File: src/rtl/ucsbece154b_mem_arbiter.sv
// ucsbece154b_mem_arbiter: shares one SDRAM burst-read port between the icache and the prefetcher,
// with icache priority bounded by a starvation counter.
module ucsbece154b_mem_arbiter #(
  parameter int BLOCK_WORDS = 4,
  parameter int STARVE_LIMIT = 8
) (
  input  logic        clk,
  input  logic        reset,
  input  logic        ic_req,
  input  logic [31:0] ic_addr,
  output logic [31:0] ic_data,
  output logic        ic_ready,
  output logic        ic_done,
  input  logic        pf_req,
  input  logic [31:0] pf_addr,
  output logic [31:0] pf_data,
  output logic        pf_ready,
  output logic        pf_done,
  output logic        MemReadRequest,
  output logic [31:0] MemReadAddress,
  input  logic [31:0] MemDataIn,
  input  logic        MemDataReady,
  output logic        busy
);
  localparam int WW = $clog2(BLOCK_WORDS);
  localparam int SW = $clog2(STARVE_LIMIT + 1);
  localparam logic [WW-1:0] LAST_WORD = WW'(BLOCK_WORDS - 1);
  localparam logic [SW-1:0] LIMIT = SW'(STARVE_LIMIT);
  localparam logic [31:0] OFFSET_MASK = 32'(BLOCK_WORDS * 4 - 1);
  typedef enum logic [1:0] {IDLE, ISSUE, BURST} state_t;
  state_t state, stateNext;
  logic owner;
  logic [WW-1:0] wordCnt;
  logic [SW-1:0] starveCnt;
  logic grantPf, grantIc, beat, lastBeat;
  // owner: 0 = icache, 1 = prefetcher
  always_comb begin
    grantPf = pf_req & (~ic_req | (starveCnt == LIMIT));
    grantIc = ic_req & ~grantPf;
    beat = (state == BURST) & MemDataReady;
    lastBeat = beat & (wordCnt == LAST_WORD);
    stateNext = state;
    stateNext = state == IDLE ? ((grantIc | grantPf) ? ISSUE : IDLE) :
                state == ISSUE ? BURST :
                lastBeat ? IDLE : BURST;
  end
  always_ff @(posedge clk or posedge reset)
    if (reset) begin
      state <= IDLE;
      owner <= 1'b0;
      wordCnt <= '0;
      starveCnt <= '0;
      MemReadAddress <= '0;
    end else begin
      state <= stateNext;
      if (state == IDLE && (grantIc | grantPf)) begin
        owner <= grantPf;
        MemReadAddress <= (grantPf ? pf_addr : ic_addr) & ~OFFSET_MASK;
      end
      if (beat) wordCnt <= lastBeat ? '0 : wordCnt + WW'(1);
      if (state == IDLE)
        starveCnt <= (grantPf | ~pf_req) ? '0 :
                     (grantIc && starveCnt != LIMIT) ? starveCnt + SW'(1) : starveCnt;
    end
  assign MemReadRequest = state == ISSUE;
  assign busy = state != IDLE;
  assign ic_data = MemDataIn;
  assign pf_data = MemDataIn;
  assign ic_ready = beat & ~owner;
  assign pf_ready = beat & owner;
  assign ic_done = lastBeat & ~owner;
  assign pf_done = lastBeat & owner;
endmodule

File: config.mk
export PLATFORM = sky130hd
export DESIGN_NAME = ucsbece154b_mem_arbiter
export DESIGN_NICKNAME = d
export VERILOG_FILES = /design/src/rtl/ucsbece154b_mem_arbiter.sv
export SDC_FILE = /design/constraint.sdc
export NUM_CORES = 1
export LEC_CHECK = 0
export CAP_MARGIN = 20
export CORE_MARGIN = 2
export CORE_UTILIZATION = 34
export CTS_BUF_LIST = sky130_fd_sc_hd__clkbuf_4 sky130_fd_sc_hd__clkbuf_8
export DETAILED_ROUTE_END_ITERATION = 16
export GPL_TIMING_DRIVEN = 0
export HOLD_SLACK_MARGIN = 0.03
export PLACE_DENSITY = 0.82
export SETUP_SLACK_MARGIN = 0.3
export SYNTH_ARGS = -nofsm -noshare
export SYNTH_HDL_FRONTEND = slang
export SYNTH_SLANG_ARGS = --single-unit
File: constraint.sdc
create_clock -name clk -period 1.9 [get_ports clk]
set_clock_uncertainty 0.2 [all_clocks]
set_input_delay 0.38 -clock clk [delete_from_list [all_inputs] [get_ports clk]]
set_output_delay 0.38 -clock clk [all_outputs]
set_load 0.005 [all_outputs]
# Word-level counts from Yosys, hierarchy flattened
# Cells that the tools add are included.
# op_classes
addsub,2
eq_ne,5
n_mux,8
bitwise_logic,15
reduce_logical,6
# op_table
operator,count
two-way mux 32 bit,1
AND 1 bit,8
two-way mux 2 bit,4
two-way mux 4 bit,2
adder 4 x 1 -> 4 bit (second input constant),1
== test 2 bit (second input constant),2
== test 4 bit (second input constant),1
!= test 4 bit (second input constant),1
NOT 1 bit,4
nonzero test 2 bit,2
bitwise OR 1 bit,3
adder 2 x 1 -> 2 bit (second input constant),1
== test 2 x 1 -> 1 bit (second input constant),1
logical AND 1 bit,2
zero test 2 bit,1
AND reduction 2 bit,1
two-way mux 1 bit,1
# word_totals
ff_bits,37
inputBits,101
output_inout_bits,102

# Longest topological paths before layout
# Gate-level depths: netlist of the first run.
# depth
word_depth,8
ltp_mapped,7
mapped_depth_nobuf,5

# Worst setup path before layout of the first run
# Ideal clock, no wire load.
# synth_path
path_type,register to register
startpoint,register starveCnt[0]
endpoint,register MemReadAddress[13]
setup_time_ps,130
arrival_time_ps,1343
required_time_ps,1570
slack_ps,227
stages_incl_launch_ff,8
path_buffers,2
path_cell_list,dfrtp_1 -> inv_1 -> ha_1 -> and3b_2 -> o21ai_2 -> buf_6 -> buf_12 -> o221ai_2
# synth_via
elab_chain_len,7
elab_cells_between_ends,8
# synth_rtl
item,line,rtl
start: declaration,34,logic [SW-1:0] starveCnt;
start signal: assignment,62,starveCnt <= (grantPf | ~pf_req) ? '0 :
== test 4 bit (*),38,grantPf = pf_req & (~ic_req | (starveCnt == LIMIT));
bitwise OR 1 bit (*),38,
AND 1 bit (*),38,
NOT 1 bit,39,grantIc = ic_req & ~grantPf;
AND 1 bit,39,
bitwise OR 1 bit,56,if (state == IDLE && (grantIc | grantPf)) begin
logical AND 1 bit,56,
end signal: assignment,58,MemReadAddress <= (grantPf ? pf_addr : ic_addr) & ~OFFSET_MASK;
end: declaration,20,"output logic [31:0] MemReadAddress,"
# Every way passes the cells marked *; elsewhere a longest branch is shown, timed or not.
# A chain may end at the register's enable or synchronous reset.

# Final worst setup path of the first run
# layout_path
startpoint,register state[0]
endpoint,output ic_done
# layout_via
elab_chain_len,4
# layout_rtl
item,line,rtl
start: declaration,31,"state_t state, stateNext;"
start signal: assignment,55,state <= stateNext;
== test 2 bit,40,beat = (state == BURST) & MemDataReady;
AND 1 bit,40,
AND 1 bit,41,lastBeat = beat & (wordCnt == LAST_WORD);
AND 1 bit,71,assign ic_done = lastBeat & ~owner;
end: declaration,13,"output logic ic_done,"
# Every way passes these cells.

==> tab_implementation.tex, run 1 <==
\begin{tabular}{lr}
\hline
Metric & Value \\
\hline
\multicolumn{2}{l}{\textbf{GRT}} \\
\quad Antenna violations before repair & 1 \\
\quad Pin count of the biggest net entering global routing & 38 \\
\quad First-pass GRT wire length & 14520 um \\
\quad Number of global-route vias before repair & 3035 \\
\quad All-layer global routing usage & 21.70\% \\
\quad Total congestion overflow & 0 \\
\multicolumn{2}{l}{\textbf{Route}} \\
\quad Detailed Routing Iterations Pass 1 & 4 \\
\quad Residual DRC & 0 \\
\quad DR vias & 2991 \\
\quad Routed Antenna Nets & 0 \\
\quad WL per Instance & 16.65 um \\
\quad First-iteration detailed-routing DRC count & 87 \\
\quad Vias/cell & 4.977 \\
\quad Wirelength, routed & 10010 um \\
\multicolumn{2}{l}{\textbf{Critical path}} \\
\quad Critical path arrival & 1.44 ns \\
\quad Critical Path Start Type & register \\
\quad Ordered cell list for the critical path & buf\_6 > and3b\_2 > buf\_6 > and3\_1 > buf\_2 \\
\quad Top cell family by delay on the critical path & simple AND/OR/NAND/NOR gates \\
\quad CP Data Required Time & 1.32 ns \\
\quad Critical-path cell with the highest stage delay & dfrtp\_1 \\
\quad Start-to-end type of the worst setup path & reg2out \\
\quad Biggest cell delay along the critical path & 0.41 ns \\
\quad Worst-path fanout max & 3 \\
\quad Worst path buffer plus inverter count & 3 \\
\quad Capturing element type of the critical path & primary output \\
\quad Dominant cell type by count on the critical path & buf\_6 \\
\multicolumn{2}{l}{\textbf{Synth}} \\
\quad Share of the synthesized area in compound gates (AO/OA/AOI/OAI) & 14.67\% \\
\quad Most used DFF post-synth & dfrtp\_1 \\
\quad Biggest area contributors in the synthesized netlist & dfrtp\_1 36\%, buf\_4 20\%, nand4\_1 6.8\%, o221ai\_1 6.1\%, o221ai\_2 5.8\% \\
\quad Synth Cell Area & 0.002567 mm\^{}2 \\
\quad Unique cell type count in the Yosys netlist & 35 \\
\quad Post-synthesis average cell area & 9.202 um\^{}2 \\
\quad Fraction of the mapped netlist area in adder cells & 1.462\% \\
\quad Share of synthesized registers carrying an async set or reset & 100.0\% \\
\quad Flop and latch count out of synthesis & 37 \\
\quad Simple-gate portion of the synthesized area & 17.88\% \\
\quad Sequential area share after synthesis & 36.06\% \\
\quad Largest area contributor in the netlist & dfrtp\_1 \\
\quad Yosys warning count & 0 \\
\quad Yosys top cell area share & 36.06\% \\
\quad Number of synthesized flops with an enable pin & 0 \\
\quad Combinational family with the most area after synthesis & buffers and inverters \\
\quad Multiplexer fraction of the synthesized cell area & 0.4386\% \\
\quad Share of the synthesized netlist area taken by xor and xnor gates & 0\% \\
\quad Number of instances in the synthesized netlist & 279 \\
\multicolumn{2}{l}{\textbf{Placement}} \\
\quad Weighted congestion reported at the end of routability-driven placement & 0.7920 \\
\quad Placed cell count & 539 \\
\quad Cell area after placement & 0.004297 mm\^{}2 \\
\quad Worst setup slack after placement & -0.4253 ns \\
\quad Detail Placement HPWL & 6182 um \\
\quad Number of port buffers & 158 \\
\multicolumn{2}{l}{\textbf{Timing}} \\
\quad Unrepaired setup endpoints after global routing & yes \\
\quad Final hold violation count & 0 \\
\quad Rel. slew slack & 45.04\% \\
\quad Slew Viols, Final & 0 \\
\quad Hold slack final & 0.3053 ns \\
\quad Share of the cycle needed by the critical path after routing & 106.3\% \\
\quad Least-Margin Pin Slew & 0.8232 ns \\
\quad Achievable Freq & 0.4951 GHz \\
\quad Period minus WS final & 2.020 ns \\
\quad Final-report setup violation count & 4 \\
\quad Final critical-path setup slack & -0.1199 ns \\
\multicolumn{2}{l}{\textbf{Finish}} \\
\quad Most frequent standard cell in the layout excluding fill and tap cells & clkdlybuf4s50\_1 \\
\quad Leading cell types in the layout, fill and taps excluded & 121 x clkdlybuf4s50\_1, 86 x buf\_4, 37 x dfrtp\_1 \\
\quad Number of filler cells placed in the layout & 530 \\
\quad Fraction of final layout cells sized beyond drive strength 1 & 43.31\% \\
\quad Layout Cell Area excl Fill & 0.005373 mm\^{}2 \\
\quad Count of non-filler cells in the finished layout & 601 \\
\quad Nets & 605 \\
\quad Multi-input combinational cell area & 0.001184 mm\^{}2 \\
\quad Sequential cell area & 925.9 um\^{}2 \\
\quad Synth-to-Final Area Change & 109.3\% \\
\multicolumn{2}{l}{\textbf{Clock tree}} \\
\quad Skew-Pair Late Insertion Delay & 0.29 ns \\
\quad Maximum count of clock buffers along a single path & 2 \\
\quad H-tree levels & 2 \\
\quad Clock transition at the register clock pins on the worst setup and hold paths after CTS & 0.08 ns \\
\quad CTS sink count & 37 \\
\quad Clock root buffer & clkbuf\_8 \\
\quad TritonCTS clock tree & yes \\
\quad TritonCTS buffer count & 5 \\
\quad Quantity of hold-fixing buffers added after cts & 0 \\
\multicolumn{2}{l}{\textbf{Pwr}} \\
\quad Reported leakage power & 2.412 nW \\
\quad Worst vdd rail ir drop & 0.0004163 V \\
\quad Pwr Total & 0.005323 W \\
\quad Total power divided by cell area & 990.8 mW/mm\^{}2 \\
\multicolumn{2}{l}{\textbf{Floorplan}} \\
\quad Width of the chip & 90.90 um \\
\quad Area enclosed by the die boundary & 0.008263 mm\^{}2 \\
\quad Number of core rows & 31 \\
\quad Die outline height & 90.90 um \\
\quad Number of primary I/O pins & 203 \\
\quad Core area & 0.007292 mm\^{}2 \\
\quad Initial Utilization & 35.21\% \\
\multicolumn{2}{l}{\textbf{Worst hold path}} \\
\quad Worst hold path class & reg2reg \\
\multicolumn{2}{l}{\textbf{Run status}} \\
\quad Run status & finished, violations left \\
\quad Violations in the final reports & setup timing \\
\multicolumn{2}{l}{\textbf{Run}} \\
\quad Max-capacitance violation count & 0 \\
\hline
\end{tabular}
stage by stage:
| step | setup TNS (ns) | util [%] |
|---|---|---|
| after CTS | -0.1061 | 70.71 |
| after detailed placement | -8.514 | 58.92 |
| after global placement | -22.40 | 58.92 |
| after global routing | -0.4438 | 73.68 |
| after floorplan | 0 | - |
| final | -0.1694 | 73.68 |
timing repair:
item,CTS,global route
resized for setup,152,28
pin swaps,16,21
endpoints found under the setup margin,64,42
buffers inserted,39,7
cloned,8,0
layer usage:
layer  up-vias  global-route usage, %  wire (um)
met5         -                      0          0
met4         0                  8.586        240
met3        21                  4.758        797
met2       170                  39.24       5191
met1      1433                  24.78       3779
li1       1367                      -          -
layout make-up:
class                      count  share of cell area, %
multi-input combinational    123                  22.03
sequential                    37                  17.23
timing repair buffer         212                  40.34
tap                           99                  2.306
inverter                      34                  2.375
antenna                        1                0.04658
buffer                        88                  14.00
clock buffer                   7                  1.677
cell usage after synthesis (3+ instances only):
library cell,n
buf_4,70
dfrtp_1,37
inv_1,34
nand3_1,28
nand4_1,28
o221ai_1,18
o221ai_2,10
buf_2,7
clkbuf_1,7
nand2_1,5
and3_1,3
ha_1,3
nor2b_1,3
kinds of logic (layout without fill, tap and decap cells):
logic type,Yosys count,in the layout
buffers and inverters,122,341
other,1,5
DFF,37,37
adders and majority gates,3,3
muxes,1,1
and+or+nand+nor,78,78
AOI/OAI and AO/OA,37,37
power by group:
| group | switching, W | internal (W) | leakage [nW] | total, W |
|---|---|---|---|---|
| logic | 0.00132 | 0.00206 | 1.90 | 0.00339 |
| registers | 0.000210 | 0.00114 | 0.463 | 0.00135 |
| clock network | 0.000286 | 0.000303 | 0.0477 | 0.000589 |
| total | 0.00182 | 0.00350 | 2.41 | 0.00532 |
path summary, 6_finish.rpt:
path	slack [ns]	startpoint	cells past startpoint	to
worst max-delay path	-0.12	state[0]	5	ic_done
worst min-delay path	0.31	wordCnt[1]	2	wordCnt[1]
worst max register to register	-0.03	state[0]	11	wordCnt[0]
worst min register to register	0.31	wordCnt[1]	2	wordCnt[1]
max in group asynchronous	0.61	reset	2	MemReadAddress[29]
min in group asynchronous	0.38	reset	2	starveCnt[1]
registers in the layout (all words and copies together) (netlist names):
| signal | flops |
|---|---|
| starveCnt | 4 |
| owner | 1 |
| wordCnt | 2 |
| MemReadAddress | 28 |
| state | 2 |
worst min-delay path, cell delays in order (launching register included):
cell and delay, ns:
dfrtp_1 0.38, nand2_2 0.05, nand2_1 0.05
No activity file was read; power rests on OpenSTA's default activity.
==> run 2, diff against run 1 <==
Settings changed: CORE_MARGIN 2 to default.
==> run 2 against run 1 <==
Against the previous run: the flow now finishes without violations; maximum frequency increased by 9.7%; non-clock buffer count decreased by 25; total power fell by 12%; final area shrank 7.8%; setup slack improved by 0.18 ns; critical path depth down 2; hold slack improved by 0.019 ns; via count down 5.2%; sequential share of layout area increased by 1.5 points; first-iteration DRC count down 14%; critical path type unchanged.
==> tab_implementation.tex, run 2 (synthesis results as in run 1) <==
\begin{tabular}{lr}
\hline
Metric & Value \\
\hline
\multicolumn{2}{l}{\textbf{Route}} \\
\quad DR vias & 2836 \\
\quad Vias/cell & 4.915 \\
\quad Residual DRC & 0 \\
\quad Routed Antenna Nets & 0 \\
\quad First-iteration detailed-routing DRC count & 75 \\
\quad Wirelength, routed & 8769 um \\
\quad Detailed Routing Iterations Pass 1 & 5 \\
\quad WL per Instance & 15.20 um \\
\multicolumn{2}{l}{\textbf{GRT}} \\
\quad Total congestion overflow & 0 \\
\quad First-pass GRT wire length & 13300 um \\
\quad Pin count of the biggest net entering global routing & 38 \\
\quad All-layer global routing usage & 21.72\% \\
\quad Antenna violations before repair & 1 \\
\quad Number of global-route vias before repair & 2879 \\
\multicolumn{2}{l}{\textbf{Finish}} \\
\quad Largest registers in the final layout & MemReadAddress: 28 flops, starveCnt: 4 flops \\
\quad Number of filler cells placed in the layout & 555 \\
\quad Number of flip-flops under the largest register name & 28 \\
\quad Most flop-heavy register & MemReadAddress \\
\quad Leading cell types in the layout, fill and taps excluded & 121 x clkdlybuf4s50\_1, 85 x buf\_4, 36 x dfrtp\_1 \\
\quad Fraction of final layout cells sized beyond drive strength 1 & 38.36\% \\
\quad Most frequent standard cell in the layout excluding fill and tap cells & clkdlybuf4s50\_1 \\
\quad Sequential cell area & 927.1 um\^{}2 \\
\quad Synth-to-Final Area Change & 92.98\% \\
\quad Nets & 580 \\
\quad Multi-input combinational cell area & 0.001114 mm\^{}2 \\
\multicolumn{2}{l}{\textbf{Timing}} \\
\quad Share of the cycle needed by the critical path after routing & 96.94\% \\
\quad Final total negative setup slack & 0 ns \\
\quad Period minus WS final & 1.842 ns \\
\quad Achievable Freq & 0.5429 GHz \\
\quad Final hold violation count & 0 \\
\quad Hold slack final & 0.3240 ns \\
\quad Unrepaired setup endpoints after global routing & yes \\
\quad Final-report setup violation count & 0 \\
\quad Slew Viols, Final & 0 \\
\quad Rel. slew slack & 46.54\% \\
\quad Least-Margin Pin Slew & 0.8007 ns \\
\multicolumn{2}{l}{\textbf{Clock tree}} \\
\quad Skew-Pair Late Insertion Delay & 0.29 ns \\
\quad Quantity of hold-fixing buffers added after cts & 0 \\
\quad CTS sink count & 37 \\
\quad TritonCTS buffer count & 5 \\
\quad Maximum count of clock buffers along a single path & 2 \\
\quad Clock root buffer & clkbuf\_8 \\
\quad H-tree levels & 2 \\
\quad Clock transition at the register clock pins on the worst setup and hold paths after CTS & 0.08 ns \\
\quad TritonCTS clock tree & yes \\
\multicolumn{2}{l}{\textbf{Critical path}} \\
\quad Top cell family by delay on the critical path & flip-flops \\
\quad Worst path buffer plus inverter count & 1 \\
\quad Biggest cell delay along the critical path & 0.44 ns \\
\quad Worst-path fanout max & 4 \\
\quad CP Data Required Time & 1.32 ns \\
\quad Critical path arrival & 1.26 ns \\
\quad Start-to-end type of the worst setup path & reg2out \\
\quad Ordered cell list for the critical path & and3b\_2 > and3\_1 > buf\_2 \\
\quad Critical-path cell with the highest stage delay & dfrtp\_2 \\
\quad Capturing element type of the critical path & primary output \\
\quad Critical Path Start Type & register \\
\multicolumn{2}{l}{\textbf{Placement}} \\
\quad Number of port buffers & 158 \\
\quad Weighted congestion reported at the end of routability-driven placement & 0.7640 \\
\quad Detail Placement HPWL & 5962 um \\
\multicolumn{2}{l}{\textbf{Floorplan}} \\
\quad Number of primary I/O pins & 203 \\
\quad Core area & 0.007292 mm\^{}2 \\
\quad Width of the chip & 88.90 um \\
\quad Die outline height & 88.90 um \\
\quad Area enclosed by the die boundary & 0.007903 mm\^{}2 \\
\quad Number of core rows & 31 \\
\quad Initial Utilization & 35.21\% \\
\multicolumn{2}{l}{\textbf{Pwr}} \\
\quad Reported leakage power & 2.233 nW \\
\quad Total power divided by cell area & 943.9 mW/mm\^{}2 \\
\quad Pwr Total & 0.004677 W \\
\quad Worst vdd rail ir drop & 0.0003634 V \\
\multicolumn{2}{l}{\textbf{Run status}} \\
\quad Run status & finished, final reports clean \\
\multicolumn{2}{l}{\textbf{Worst hold path}} \\
\quad Worst hold path class & reg2reg \\
\multicolumn{2}{l}{\textbf{Run}} \\
\quad Max-capacitance violation count & 0 \\
\hline
\end{tabular}
## run 2: cell types whose count changed in the layout (fill, tap and decap cells not counted), moves of 3 or more
cell	previous run	this run
buf_16	4	1
buf_2	8	4
buf_6	31	13
clkbuf_2	1	5
nand3_1	12	28
nand3_2	15	0
o221ai_2	25	28
## run 2: path summary, 6_finish.rpt
path                       startpoint    endpoint  slack, ns  cells after the start
max in group asynchronous       reset    state[1]       0.61                      2
hold reg to reg            wordCnt[1]  wordCnt[1]       0.32                      2
min in group asynchronous       reset    state[1]       0.34                      2
setup / recovery             state[1]     pf_done       0.06                      3
hold / removal             wordCnt[1]  wordCnt[1]       0.32                      2
setup reg to reg             state[0]  wordCnt[0]       0.10                      9
## run 2: final cells by class
class	count	share of cell area [%]
clock buffers	6	1.667
diodes	1	0.05051
multi-input cells	123	22.47
clock inverters	2	0.2778
well taps	99	2.500
repair buffers	187	37.47
flip-flops and latches	37	18.71
inverters	34	2.576
plain buffers	88	14.27
## run 2: power breakdown
group          internal (W)  switching (W)  leakage, nW
clock network      0.000294       0.000303       0.0512
logic               0.00159        0.00114         1.72
registers           0.00114       0.000204        0.463
total               0.00303        0.00165         2.23
## run 2: worst register-to-register path, delay by kind of cell, from the launching register on
family | cells | cell delay [ns]
AO/OA/AOI/OAI | 1 | 0.10
buffers and inverters | 6 | 0.70
flip-flops | 1 | 0.40
AND/OR/NAND/NOR | 2 | 0.35
## run 2: repair_timing
action | in CTS | in global routing
gates resized for setup | 115 | 21
setup buffers | 22 | 2
cloned | 4 | 1
pin swaps | 25 | 10
setup endpoints to repair | 64 | 41
## run 2: per-stage QoR
stage	std cells	utilization [%]	worst slack, ns	cell area, um^2
6_report	577	67.95	0.05816	4955
5_1_grt	577	67.95	-0.007452	4955
4_1_cts	573	66.28	0.1024	4833
3_5_place_dp	539	58.92	-0.4229	4297
3_3_place_gp	539	58.92	-0.4243	4297
2_1_floorplan	282	-	0.2854	2591
## run 2: routing by layer
layer	wire length (um)	track usage [%]	part of all wire, %	up-vias
met5	0	0	0	-
met4	163	9.531	1.9	0
met3	693	4.986	7.9	19
met2	4621	38.32	53	156
met1	3291	25.20	38	1346
li1	-	-	-	1315
